File: src/rtl/mem_arbiter.sv
// Multi-port memory arbiter. One write and up to four reads are collected in
// one IDLE cycle and then served one per cycle on a single-port RAM. The
// control unit is stalled until all results are in the rdataN registers.
module mem_arbiter #(
  parameter int AW = 8,
  parameter int DW = 16
) (
  input  logic          clk,
  input  logic          rst,
  input  logic          memWE,
  input  logic [AW-1:0] memWAddr,
  input  logic [DW-1:0] memWData,
  input  logic          mem1RE,
  input  logic          mem2RE,
  input  logic          mem3RE,
  input  logic          mem4RE,
  input  logic [AW-1:0] mem1Addr,
  input  logic [AW-1:0] mem2Addr,
  input  logic [AW-1:0] mem3Addr,
  input  logic [AW-1:0] mem4Addr,
  output logic [DW-1:0] rdata1,
  output logic [DW-1:0] rdata2,
  output logic [DW-1:0] rdata3,
  output logic [DW-1:0] rdata4,
  output logic          stall,
  output logic [AW-1:0] ram_addr,
  output logic          ram_we,
  output logic [DW-1:0] ram_wdata,
  input  logic [DW-1:0] ram_rdata,
  output logic [15:0]   stallCount
);

  typedef enum logic [1:0] {IDLE, SERVE, DRAIN, DONE} state_e;

  // Slot 0 is the write, slots 1..4 are reads 1..4; lower slot wins.
  logic [4:0]             req;
  state_e                 state_q, state_d;
  logic [4:0]             pend_q, pend_d;
  logic [4:0]             issue;
  logic [4:0][AW-1:0]     addr_q;
  logic [DW-1:0]          wdata_q;
  logic [3:0]             rsel_q, rsel_d;
  logic [3:0][DW-1:0]     rdata_q;
  logic [15:0]            cnt_q, cnt_d;
  logic                   hit;

  assign req = {mem4RE, mem3RE, mem2RE, mem1RE, memWE};

  // Next state, priority issue and RAM drive; stall never looks at ram_rdata.
  always_comb begin
    state_d   = state_q;
    pend_d    = pend_q;
    issue     = '0;
    hit       = 1'b0;
    stall     = 1'b0;
    ram_addr  = '0;
    ram_we    = 1'b0;
    ram_wdata = '0;
    case (state_q)
      IDLE: begin
        if (|req) begin
          stall   = 1'b1;
          pend_d  = req;
          state_d = SERVE;
        end
      end
      SERVE: begin
        stall = 1'b1;
        for (int i = 0; i < 5; i++) begin
          if (pend_q[i] && !hit) begin
            hit      = 1'b1;
            issue[i] = 1'b1;
            ram_addr = addr_q[i];
          end
        end
        ram_we    = issue[0];
        ram_wdata = issue[0] ? wdata_q : '0;
        pend_d    = pend_q & ~issue;
        if (pend_d == '0) state_d = DRAIN;
      end
      DRAIN:   begin
        stall   = 1'b1;
        state_d = DONE;
      end
      default: state_d = IDLE;
    endcase
    rsel_d = issue[4:1];
    cnt_d  = (stall && cnt_q != 16'hFFFF) ? cnt_q + 16'd1 : cnt_q;
  end

  // FSM, pending bits, read-in-flight marker and stall counter.
  always_ff @(posedge clk or negedge rst) begin
    if (!rst) begin
      state_q <= IDLE;
      pend_q  <= '0;
      rsel_q  <= '0;
      cnt_q   <= '0;
    end else begin
      state_q <= state_d;
      pend_q  <= pend_d;
      rsel_q  <= rsel_d;
      cnt_q   <= cnt_d;
    end
  end

  // Addresses and write data are captured once per set; SERVE uses only these.
  always_ff @(posedge clk or negedge rst) begin
    if (!rst) begin
      addr_q  <= '0;
      wdata_q <= '0;
    end else if (state_q == IDLE && |req) begin
      addr_q  <= {mem4Addr, mem3Addr, mem2Addr, mem1Addr, memWAddr};
      wdata_q <= memWData;
    end
  end

  // RAM data arrives one cycle after issue; capture into the matching result.
  always_ff @(posedge clk or negedge rst) begin
    if (!rst) begin
      rdata_q <= '0;
    end else begin
      for (int n = 0; n < 4; n++)
        if (rsel_q[n]) rdata_q[n] <= ram_rdata;
    end
  end

  assign rdata1     = rdata_q[0];
  assign rdata2     = rdata_q[1];
  assign rdata3     = rdata_q[2];
  assign rdata4     = rdata_q[3];
  assign stallCount = cnt_q;

endmodule

File: config.mk
export PLATFORM = sky130hd
export DESIGN_NAME = mem_arbiter
export DESIGN_NICKNAME = d
export VERILOG_FILES = /design/src/rtl/mem_arbiter.sv
export SDC_FILE = /design/constraint.sdc
export NUM_CORES = 1
export LEC_CHECK = 0
export CAP_MARGIN = 10
export CORE_ASPECT_RATIO = 2
export CORE_MARGIN = 2
export CORE_UTILIZATION = 42
export CTS_CLUSTER_DIAMETER = 200
export DETAILED_ROUTE_END_ITERATION = 10
export PLACE_DENSITY = 0.72
export SLEW_MARGIN = 10
export SYNTH_ARGS = -nofsm -noshare
export SYNTH_HDL_FRONTEND = slang
export SYNTH_SLANG_ARGS = --single-unit
export TNS_END_PERCENT = 5
File: constraint.sdc
create_clock -name clk -period 5.4 [get_ports clk]
set_input_delay 1.08 -clock clk [delete_from_list [all_inputs] [get_ports clk]]
set_output_delay 1.08 -clock clk [all_outputs]
set_load 0.005 [all_outputs]
# == After elaboration in Yosys (flattened, before gate mapping) ==
# Index checks and enable logic that the tools add are counted.
# W data, S select, Z words.
# op_classes
add_sub_neg,1
eq_ne,5
n_mux,33
bitwise_logic,2
n_reduce_logical,17
# ops
op,n
$mux W8,6
$mux W16,2
$mux W1,18
$add A16 B1 Y16 const B,1
$ne A16 B16 Y1 const B,1
$mux W5,2
$pmux W5 S2,1
$logic_and A1 B1 Y1,6
$pmux W2 S3,1
$and A5 B5 Y5,1
$logic_not A5 Y1,1
$not A5 Y5,1
$reduce_or A5 Y1,1
$logic_not A1 Y1,4
$mux W2,2
$ne A2 B2 Y1 const B,2
$reduce_and A2 Y1,2
$eq A2 B1 Y1 const B,1
$eq A2 B2 Y1 const B,1
$logic_not A2 Y1,1
$pmux W1 S2,1
$reduce_bool A2 Y1,1
$reduce_or A2 Y1,1
# word_totals
regBits,147
word_cells,72

# == Longest topological paths before layout ==
# depth
depth_word,23
mapped_depth,7
mapped_depth_nobuf,7

# == Worst setup path before layout ==
# No wires, ideal clock.
# synth_timing
path_kind,input-to-output
from,input mem3RE
to,output stall
arrival_time_ns,1.908
t_required_ns,4.320
slack_ns,2.412
path_stages,3
path_buffers,0
path_cell_list,nor3_1 a211o_2 clkinv_1
# synth_between
elab_chain_cells,3
# synth_lines
element,line,text
start: declaration,15,"input logic mem3RE,"
$reduce_or A5 Y1,61,if (|req) begin
$mux W1,61,
$pmux W1 S2,59,case (state_q)
end: declaration,25,"output logic stall,"
# No other way between the ends.

# == Worst setup path after layout ==
# layout_timing
from,input mem2RE
to,output stall
# layout_between
elab_chain_cells,3
# layout_lines
element,line,text
start: declaration,14,"input logic mem2RE,"
$reduce_or A5 Y1,61,
$mux W1,61,
$pmux W1 S2,59,
# No other way between the ends.

==> run metrics <==
run status=completed; number of synthesized flops with an enable pin=0; final setup vio count=0; core region area=14740 sq um; DR vias/cell=5.281; sequential share of the synthesized area=0.5834; Cell Chain, Critical Path=clkdlybuf4s50_1 > nor3_1 > a211o_2 > clkinv_1 > clkdlybuf4s50_1; TritonCTS clock tree=done; clk_lat worst skew=420 ps; CP arrival=3350 ps; commonest non-fill, non-tap cells in the layout=clkdlybuf4s50_1, dfrtp_1, mux2_2, nand2_1, and3_1; Crit path largest cell delay=630 ps; CP required=4320 ps; via count=4494; Setup crit end kind=output port; footprint of the multi-input gates=2496 sq um; crit share post-route=0.8201; Syn-to-layout area delta=41.22%; # Post-CTS Setup Buffers=0; flip-flop and latch area=3679 sq um; distinct cell type count after synthesis=45; die footprint=16070 sq um; share of layout cells above drive strength 1=0.2603; final design area excluding fillers=8904 sq um; Mean Syn Cell Area=13.68 sq um; drt first pass iters=4; Placed Area=8310 sq um; Setup TNS=0 ps; final hold vios=0; cts hold-fix bufs=0; Inserted Clock Buffers=17; routability congestion estimate=0.8318; Syn Nets=545; DR WL/cell=18.97 microns; Fmax=0.2258 GHz; clock sink count=147; clk slew on worst S/H paths=70 ps; Yosys reg bits=147; Worst VDD drop=332.9 uV; fin crit period=4428 ps; first-pass GRT wire length=25620 microns; HP Class=register to register; kind of critical path=input port to output port; I/O pin total=185; routed wire length=16140 microns; commonest non-fill, non-tap cell in the layout=clkdlybuf4s50_1; row cnt=63; most used cell, CP=clkdlybuf4s50_1; DP HPWL=11990 microns; residual DRC count=0; fin. max-slew vios=0; Mapped Cells=461; Post-Syn Area=6305 sq um; hold_ws=503.6 ps; crit path max-delay cell type=nor3_1; post-route ant nets=0; CTS root buf=clkbuf_16; Slew HR=0.2997; crit path max fanout=9; largest net degree at the start of global routing=109; overflow left after global routing=0; PostCTS Resize Cnt=0; RSZ-0062 raised after global routing=no; leakage power=3.665 nW; Nets=724; maxcap violations=0; Max clock buf depth=2; Ys Warns=0; Worst Clk Skew=10.43 ps; worst slew pin tran=1050 ps; number of global-route vias before repair=4940; Iteration-0 DRC Markers=139; H-Tree Depth=4; Pwr Density=578.6 nW/um^2; ys flop type=dfrtp_1; Die H=177.3 microns; Worst setup SP type=input port; asr flop ratio synth=1.000; initial antenna violation count=2; Initial Util=0.4277; I/O Buffers=184; GR Util All Layers=0.2075; die width=90.64 microns; # fillers=1237
==> routing by layer <==
metal / global-route usage / share of wire
met1: 0.2092 / 0.35
met2: 0.3930 / 0.57
met3: 0.04259 / 0.050
met4: 0.1109 / 0.033
met5: 0 / 0
==> state kept, by name, summed over array words and instances (netlist names) <==
name,flops
addr_q,40
pend_q,5
rdata1,16
rdata2,16
rdata3,16
rdata4,16
rsel_q,4
stallCount,16
state_q,2
wdata_q,16
==> stage by stage <==
stage,power [W],setup WS [ps],util,cells
5_1_grt,0.005454,906.9,0.6040,851
6_report,0.005152,971.5,0.6040,851
3_3_place_gp,0.003937,1039,0.5638,816
4_1_cts,0.005215,951.4,0.6035,848
2_1_floorplan,0.002994,2412,-,461
3_5_place_dp,0.004033,958.4,0.5638,816
==> final timing paths <==
path | slack (ps) | end | start | cells after the start
max reg2reg | 2870 | pend_q[3]$_DFFE_PN0P_ | state_q[1]$_DFFE_PN0P_ | 6
max | 970 | stall | mem2RE | 5
min | 500 | wdata_q[1]$_DFFE_PN0P_ | wdata_q[1]$_DFFE_PN0P_ | 1
max in group asynchronous | 3490 | wdata_q[7]$_DFFE_PN0P_ | rst | 2
min reg2reg | 500 | wdata_q[1]$_DFFE_PN0P_ | wdata_q[1]$_DFFE_PN0P_ | 1
min in group asynchronous | 790 | rdata2[2]$_DFFE_PN0P_ | rst | 1
==> layout make-up <==
| class | count | area share |
|---|---|---|
| inverter | 5 | 0.002108 |
| antenna | 3 | 0.0008432 |
| timing repair buffer | 188 | 0.2104 |
| tap | 195 | 0.02740 |
| multi-input combinational | 281 | 0.2804 |
| clock inverter | 15 | 0.01799 |
| sequential | 147 | 0.4132 |
| clock buffer | 17 | 0.04778 |
==> worst max-delay path: cells and delay by family <==
kind / cells / cell delay (ps)
compound gates: 1 / 390
buf+inv: 3 / 1230
simple gates: 1 / 630
==> cell usage after synthesis, types with 2 or more instances <==
cell	number	area share
o2111ai_1	3	0.0042
xnor2_1	6	0.0083
dfrtp_1	147	0.58
a211oi_1	2	0.0024
inv_1	4	0.0024
nand4_1	3	0.0030
a2111oi_0	3	0.0042
buf_2	5	0.0040
xor2_1	8	0.011
and2_1	2	0.0020
nand2_1	20	0.012
a21oi_1	18	0.014
a22o_1	5	0.0069
mux2_2	122	0.22
nor2_1	7	0.0042
clkbuf_1	19	0.011
and3_1	19	0.019
nand3b_1	8	0.0095
buf_1	4	0.0024
nand3_1	5	0.0040
a2111oi_4	2	0.0087
ha_1	5	0.0099
a221oi_1	8	0.011
o21ai_0	12	0.0095
nor3_1	4	0.0032
==> power by group <==
group / internal (W) / switching, W
logic: 0.00123 / 0.000777
registers: 0.00161 / 0.000377
clock network: 0.000657 / 0.000506
==> cell families after synthesis <==
kind of cell,synth area share
fa+ha+maj,0.01151
flops,0.5834
compound gates,0.07383
buf+inv,0.02064
mux,0.2179
xor+xnor,0.01945
simple gates,0.07323
Note: power is estimated with default switching activity, not from simulation.
